<file path="src/rtl/dds_param_control.sv">
// dds_param_control: run-time phase/amplitude/shape control for the DDS datapath,
// with pulse-driven user adjustment and an autonomous triangular frequency sweep.
module dds_param_control #(
  parameter int unsigned PHASE_W    = 11,
  parameter int unsigned AMP_W      = 11,
  parameter int unsigned AMP_MAX    = 2047,
  parameter int unsigned PHASE_DEF  = 500,
  parameter int unsigned AMP_DEF    = 1200,
  parameter int unsigned SHAPE_DEF  = 0,
  parameter int unsigned NUM_SHAPES = 3,
  parameter int unsigned SWEEP_DIV  = 100000
) (
  input  logic               clk,
  input  logic               rst,
  input  logic               btn_field,
  input  logic               btn_up,
  input  logic               btn_down,
  input  logic [1:0]         step_sel,
  input  logic               sweep_en,
  input  logic [PHASE_W-1:0] sweep_lo,
  input  logic [PHASE_W-1:0] sweep_hi,
  output logic [1:0]         field,
  output logic [PHASE_W-1:0] phase_M,
  output logic [AMP_W-1:0]   signal_A,
  output logic [1:0]         signal_shape,
  output logic               cfg_upd
);

  localparam int unsigned PW = PHASE_W + 1;
  localparam int unsigned AW = AMP_W + 1;
  localparam int unsigned CW = (SWEEP_DIV > 2) ? $clog2(SWEEP_DIV) : 1;
  localparam logic [PW-1:0] PH_MAX = {1'b0, {PHASE_W{1'b1}}};
  localparam logic [AW-1:0] A_MAX  = AW'(AMP_MAX);
  localparam logic [CW-1:0] P_LAST = CW'(SWEEP_DIV - 1);

  typedef enum logic [1:0] {IDLE = 2'd0, RAMP_UP = 2'd1, RAMP_DN = 2'd2} state_t;

  state_t             state, state_n;
  logic [CW-1:0]      presc, presc_n;
  logic               sweep_en_q;
  logic [1:0]         field_n;
  logic [PHASE_W-1:0] phase_n;
  logic [AMP_W-1:0]   amp_n;
  logic [1:0]         shape_n;
  logic               cfg_upd_n;

  // Step sizes and one-bit-wider operands so over/underflow is seen before clamping.
  logic [3:0]    sh_amt;
  logic [PW-1:0] step_p, ph_w, lo_w, hi_w, ph_sum, ph_dif, lo_plus;
  logic [AW-1:0] step_a, a_w, a_sum, a_dif;
  logic          sweep_rise, tick, adj;

  assign sh_amt     = 4'(step_sel) * 4'd3;
  assign step_p     = PW'(1) << sh_amt;
  assign step_a     = AW'(1) << sh_amt;
  assign ph_w       = {1'b0, phase_M};
  assign lo_w       = {1'b0, sweep_lo};
  assign hi_w       = {1'b0, sweep_hi};
  assign ph_sum     = ph_w + step_p;
  assign ph_dif     = ph_w - step_p;
  assign lo_plus    = lo_w + step_p;
  assign a_w        = {1'b0, signal_A};
  assign a_sum      = a_w + step_a;
  assign a_dif      = a_w - step_a;
  assign sweep_rise = sweep_en & ~sweep_en_q;
  assign tick       = (state != IDLE) && (presc == P_LAST);
  assign adj        = btn_up ^ btn_down;

  // State and output registers.
  always_ff @(posedge clk or posedge rst) begin
    if (rst) begin
      state        <= IDLE;
      presc        <= '0;
      sweep_en_q   <= 1'b0;
      field        <= 2'd0;
      phase_M      <= PHASE_W'(PHASE_DEF);
      signal_A     <= AMP_W'(AMP_DEF);
      signal_shape <= 2'(SHAPE_DEF);
      cfg_upd      <= 1'b0;
    end else begin
      state        <= state_n;
      presc        <= presc_n;
      sweep_en_q   <= sweep_en;
      field        <= field_n;
      phase_M      <= phase_n;
      signal_A     <= amp_n;
      signal_shape <= shape_n;
      cfg_upd      <= cfg_upd_n;
    end
  end

  // Next-state: sweep FSM, user adjustment, field select and update strobe.
  always_comb begin
    state_n = state;
    presc_n = presc;
    field_n = field;
    phase_n = phase_M;
    amp_n   = signal_A;
    shape_n = signal_shape;

    if (sweep_rise) begin
      phase_n = sweep_lo;
      presc_n = '0;
      state_n = RAMP_UP;
    end else if (!sweep_en) begin
      state_n = IDLE;
      presc_n = '0;
    end else if (state != IDLE) begin
      presc_n = tick ? '0 : presc + CW'(1);
      if (tick) begin
        if (sweep_lo >= sweep_hi) begin
          phase_n = sweep_lo;
        end else if (state == RAMP_UP) begin
          if (ph_sum >= hi_w) begin
            phase_n = sweep_hi;
            state_n = RAMP_DN;
          end else begin
            phase_n = ph_sum[PHASE_W-1:0];
          end
        end else begin
          if (ph_w <= lo_plus) begin
            phase_n = sweep_lo;
            state_n = RAMP_UP;
          end else begin
            phase_n = ph_dif[PHASE_W-1:0];
          end
        end
      end
    end

    if (adj) begin
      case (field)
        2'd0: begin
          if (!sweep_en) begin
            if (btn_up) phase_n = (ph_sum > PH_MAX) ? PH_MAX[PHASE_W-1:0] : ph_sum[PHASE_W-1:0];
            else        phase_n = (ph_w <= step_p) ? PHASE_W'(1) : ph_dif[PHASE_W-1:0];
          end
        end
        2'd1: begin
          if (btn_up) amp_n = (a_sum > A_MAX) ? A_MAX[AMP_W-1:0] : a_sum[AMP_W-1:0];
          else        amp_n = (a_w < step_a) ? '0 : a_dif[AMP_W-1:0];
        end
        2'd2: begin
          if (btn_up) shape_n = (signal_shape >= 2'(NUM_SHAPES - 1)) ? 2'd0 : signal_shape + 2'd1;
          else        shape_n = (signal_shape == 2'd0) ? 2'(NUM_SHAPES - 1) : signal_shape - 2'd1;
        end
        default: ;
      endcase
    end

    if (btn_field) field_n = (field == 2'd2) ? 2'd0 : field + 2'd1;

    cfg_upd_n = (phase_n != phase_M) || (amp_n != signal_A) || (shape_n != signal_shape);
  end

endmodule

</file>
<file path="config.mk">
export PLATFORM = sky130hd
export DESIGN_NAME = dds_param_control
export DESIGN_NICKNAME = d
export VERILOG_FILES = /design/src/rtl/dds_param_control.sv
export SDC_FILE = /design/constraint.sdc
export NUM_CORES = 1
export LEC_CHECK = 0
export BUFFER_PORTS_ARGS = -buffer_cell sky130_fd_sc_hd__buf_2
export CORE_ASPECT_RATIO = 0.75
export CORE_MARGIN = 8
export CORE_UTILIZATION = 35
export CTS_CLUSTER_SIZE = 25
export DETAILED_ROUTE_END_ITERATION = 10
export PLACE_DENSITY_LB_ADDON = 0.1
export SYNTH_ARGS = -nofsm -noshare
export SYNTH_HDL_FRONTEND = slang
export SYNTH_SLANG_ARGS = --single-unit
</file>
<file path="constraint.sdc">
create_clock -name clk -period 4.5 [get_ports clk]
set_input_delay 0.9 -clock clk [delete_from_list [all_inputs] [get_ports clk]]
set_output_delay 0.9 -clock clk [all_outputs]
set_load 0.02 [all_outputs]
</file>
==> metrics.md <==
| Metric | Value |
|---|---|
| Final ANT Viol Nets | 0 |
| Endpoints failing hold | 0 |
| Failing checks | setup timing |
| Port Buf Inserts | 56 |
| Distinct cells, synth | 85 |
| Die footprint | 0.0223 mm^2 |
| Clk buf depth | 2 |
| Power per cell area | 578 mW/mm^2 |
| CTS H-tree lvls | 2 |
| Final Slew Violations | 0 |
| R2R cell count | 15 |
| CTS clk-pin slew, worst paths | 0.08 ns |
| Net Sw Frac | 51.0% |
| Avg Inst Size Synth | 7.76 um^2 |
| Global-route wire length before repair | 40.7 mm |
| Startpoint Class | input pin |
| CTS buffer count | 5 |
| Drt wl/cell | 22.5 um |
| # IOs | 57 |
| RSZ-0062 raised after global routing | true |
| Vias per cell | 5.87 |
| Clock share of power | 10.4% |
| Fmax | 221 MHz |
| Initial Utilization | 35.4% |
| Root Buffer | clkbuf_16 |
| Minimum clock period | 4.53 ns |
| Most frequent cells in the layout | buf_4 (121), nor2_1 (69), nand2_1 (69) |
| Status | complete, but fails checks |
| Post-synth EDFFs | 0 |
| CP endpoint kind | flop |
| Sequential share of power | 17.5% |
| Layout cells sized above 1 | 27.6% |
| Worst Path Required | 4.72 ns |
| Post-route cell area | 0.00789 mm^2 |
| Site Rows | 42 |
| Detailed Route Iter0 Violations | 741 |
| Crit path DAT | 4.75 ns |
| Placeable core region | 0.0175 mm^2 |
| Mapped Nets | 890 |
| Utilization after layout | 45.1% |
| Async S/R FF share, synth | 100% |
| Pre-CTS setup slack | -0.524 ns |
| Drt total wl | 26.6 mm |
| Seq/Total Area, Yosys | 19.2% |
| Routability cong. | 0.997 |
| Setup slack after layout | -0.0267 ns |
| Detailed Routing Iterations Pass 1 | 6 |
| Setup CP Type | in2reg |
| Fin Hold WS | 0.561 ns |
| ANT cells | 0 |
| Clock sink count | 47 |
| Die H | 131 um |
| CTS tree | built |
| Least-Margin Pin Slew | 0.953 ns |
| Synth Register Bits | 47 |
| Worst Hold Class | reg2reg |
| DR DRC count | 0 |
| Vias in the first global route | 6,794 |
| # setup viols final | 1 |
| Part of the power in combinational logic | 72.1% |
| Yosys warnings | 0 |
| Pin count of the biggest net entering global routing | 48 |
| Post-synthesis cell area | 0.00619 mm^2 |
| Slew HR | 36.0% |
| Area Overhead vs Synth | 27.4% |
| Final period util | 101% |
| Maximum vdd drop | 0.000229 V |
| Detail Placement HPWL | 21.4 mm |
| LEAKAGE | 3.52 nW |
| Placed cell area | 0.00748 mm^2 |
| Remaining Overflow, GRT | 0 |
| Initial antenna violation count | 0 |
| Post-Synthesis Cells | 798 |
| Via count | 6,927 |
| Tot GR Track Use | 23.6% |
| Main synth FF type | dfrtp_1 |
| Maxcap violations | 0 |
| Clk Latency, worst-skew pair | 0.31 ns |
| Crit-path max FO | 7 |
| Chip width | 170 um |
| Worst hold path depth | 2 |
| P_sw | 2.32 mW |
| Clock Skews | 0.0107 ns |
| Int Pwr | 2.24 mW |
| Most common cell after layout, fill and taps aside | buf_4 |
| NumNets Final | 1,030 |
-- cells in the mapped netlist (22+ instances only) --
cell type	instances	area [um^2]
dfrtp_1	37	926
xnor2_1	24	210
a21oi_1	42	210
inv_1	39	146
ha_1	62	776
nand4_1	22	138
clkbuf_1	33	124
nor2_1	72	270
o21ai_0	52	260
nand2_1	69	259
nand3_1	27	135
xor2_1	30	263
-- sequential cells by signal (all words and copies together) (netlist names) --
| register | flops |
|---|---|
| phase_M | 11 |
| presc | 17 |
| field | 2 |
| cfg_upd | 1 |
| signal_shape | 2 |
| sweep_en_q | 1 |
| state | 2 |
| signal_A | 11 |
-- cell type report --
class	count	area, um^2
Sequential cell	47	1190
Tap cell	242	303
Inverter	39	151
Timing Repair Buffer	177	1210
Fill cell	1779	9610
Clock buffer	6	139
Clock inverter	2	38.8
Multi-Input combinational cell	668	4860
-- cell families after synthesis --
group           synth area share, %
compound gates                 25.6
xor+xnor                       7.64
fa+ha+maj                      12.5
buf+inv                        5.43
flops                          19.2
mux                            3.72
simple gates                   25.9
-- stage by stage --
stage	instances	power, mW	setup TNS, ns
CTS	1179	4.46	-0.0280
global route	1181	4.87	-0.257
floorplan	798	2.60	0
detailed placement	1164	3.87	-2.48
global placement	1164	3.88	-2.01
finish	1181	4.56	-0.0267
-- repair_timing --
| action | in CTS | in global routing |
|---|---|---|
| setup endpoints to repair | 2 | 7 |
| buffers inserted | 7 | 2 |
| hold buffers | 0 | 0 |
| pin swaps | 17 | 11 |
| resized for setup | 19 | 13 |
-- worst paths after layout --
path | start | endpoint | slack (ns)
hold / removal | presc[16]$_DFFE_PP0N_ | presc[16]$_DFFE_PP0N_ | 0.56
hold reg to reg | presc[16]$_DFFE_PP0N_ | presc[16]$_DFFE_PP0N_ | 0.56
min in group asynchronous | rst | field[0]$_DFFE_PP0P_ | 0.78
setup / recovery | step_sel[1] | cfg_upd$_DFF_PP0_ | -0.03
max in group asynchronous | rst | signal_A[6]$_DFF_PP0_ | 3.25
setup reg to reg | phase_M[3]$_DFF_PP0_ | cfg_upd$_DFF_PP0_ | 0.37
-- critical path, stage by stage --
cell and delay (ns):
buf_8 0.10, nand2b_4 0.16, inv_6 0.08, ha_4 0.21, a31oi_4 0.17, nor2_2 0.06
buf_4 0.13, buf_4 0.12, buf_4 0.12, xnor2_1 0.11, ha_1 0.31, nand4_1 0.18
a21oi_1 0.26, a2111oi_4 0.08, buf_4 0.18, o31a_4 0.38, or2_4 0.27, a221oi_4 0.37
nand4_1 0.13, and4b_1 0.23, o2111ai_1 0.19
-- per-layer routing --
layer | GRT usage, % | routed length [um] | vias up
met1 | 35.4 | 13000 | 3329
met5 | 0 | 0 | -
met4 | 6.33 | 512 | 0
met2 | 32.4 | 10500 | 307
li1 | - | - | 3259
met3 | 5.80 | 2580 | 32
-- power groups by stage --
stage	registers [mW]	logic [mW]	clock network (mW)
2_1_floorplan	0.820	1.78	0
3_3_place_gp	0.794	3.09	0
3_5_place_dp	0.795	3.08	0
4_1_cts	0.788	3.18	0.486
5_1_grt	0.820	3.55	0.499
6_report	0.799	3.29	0.472
Power figures use the tool's default switching activity.
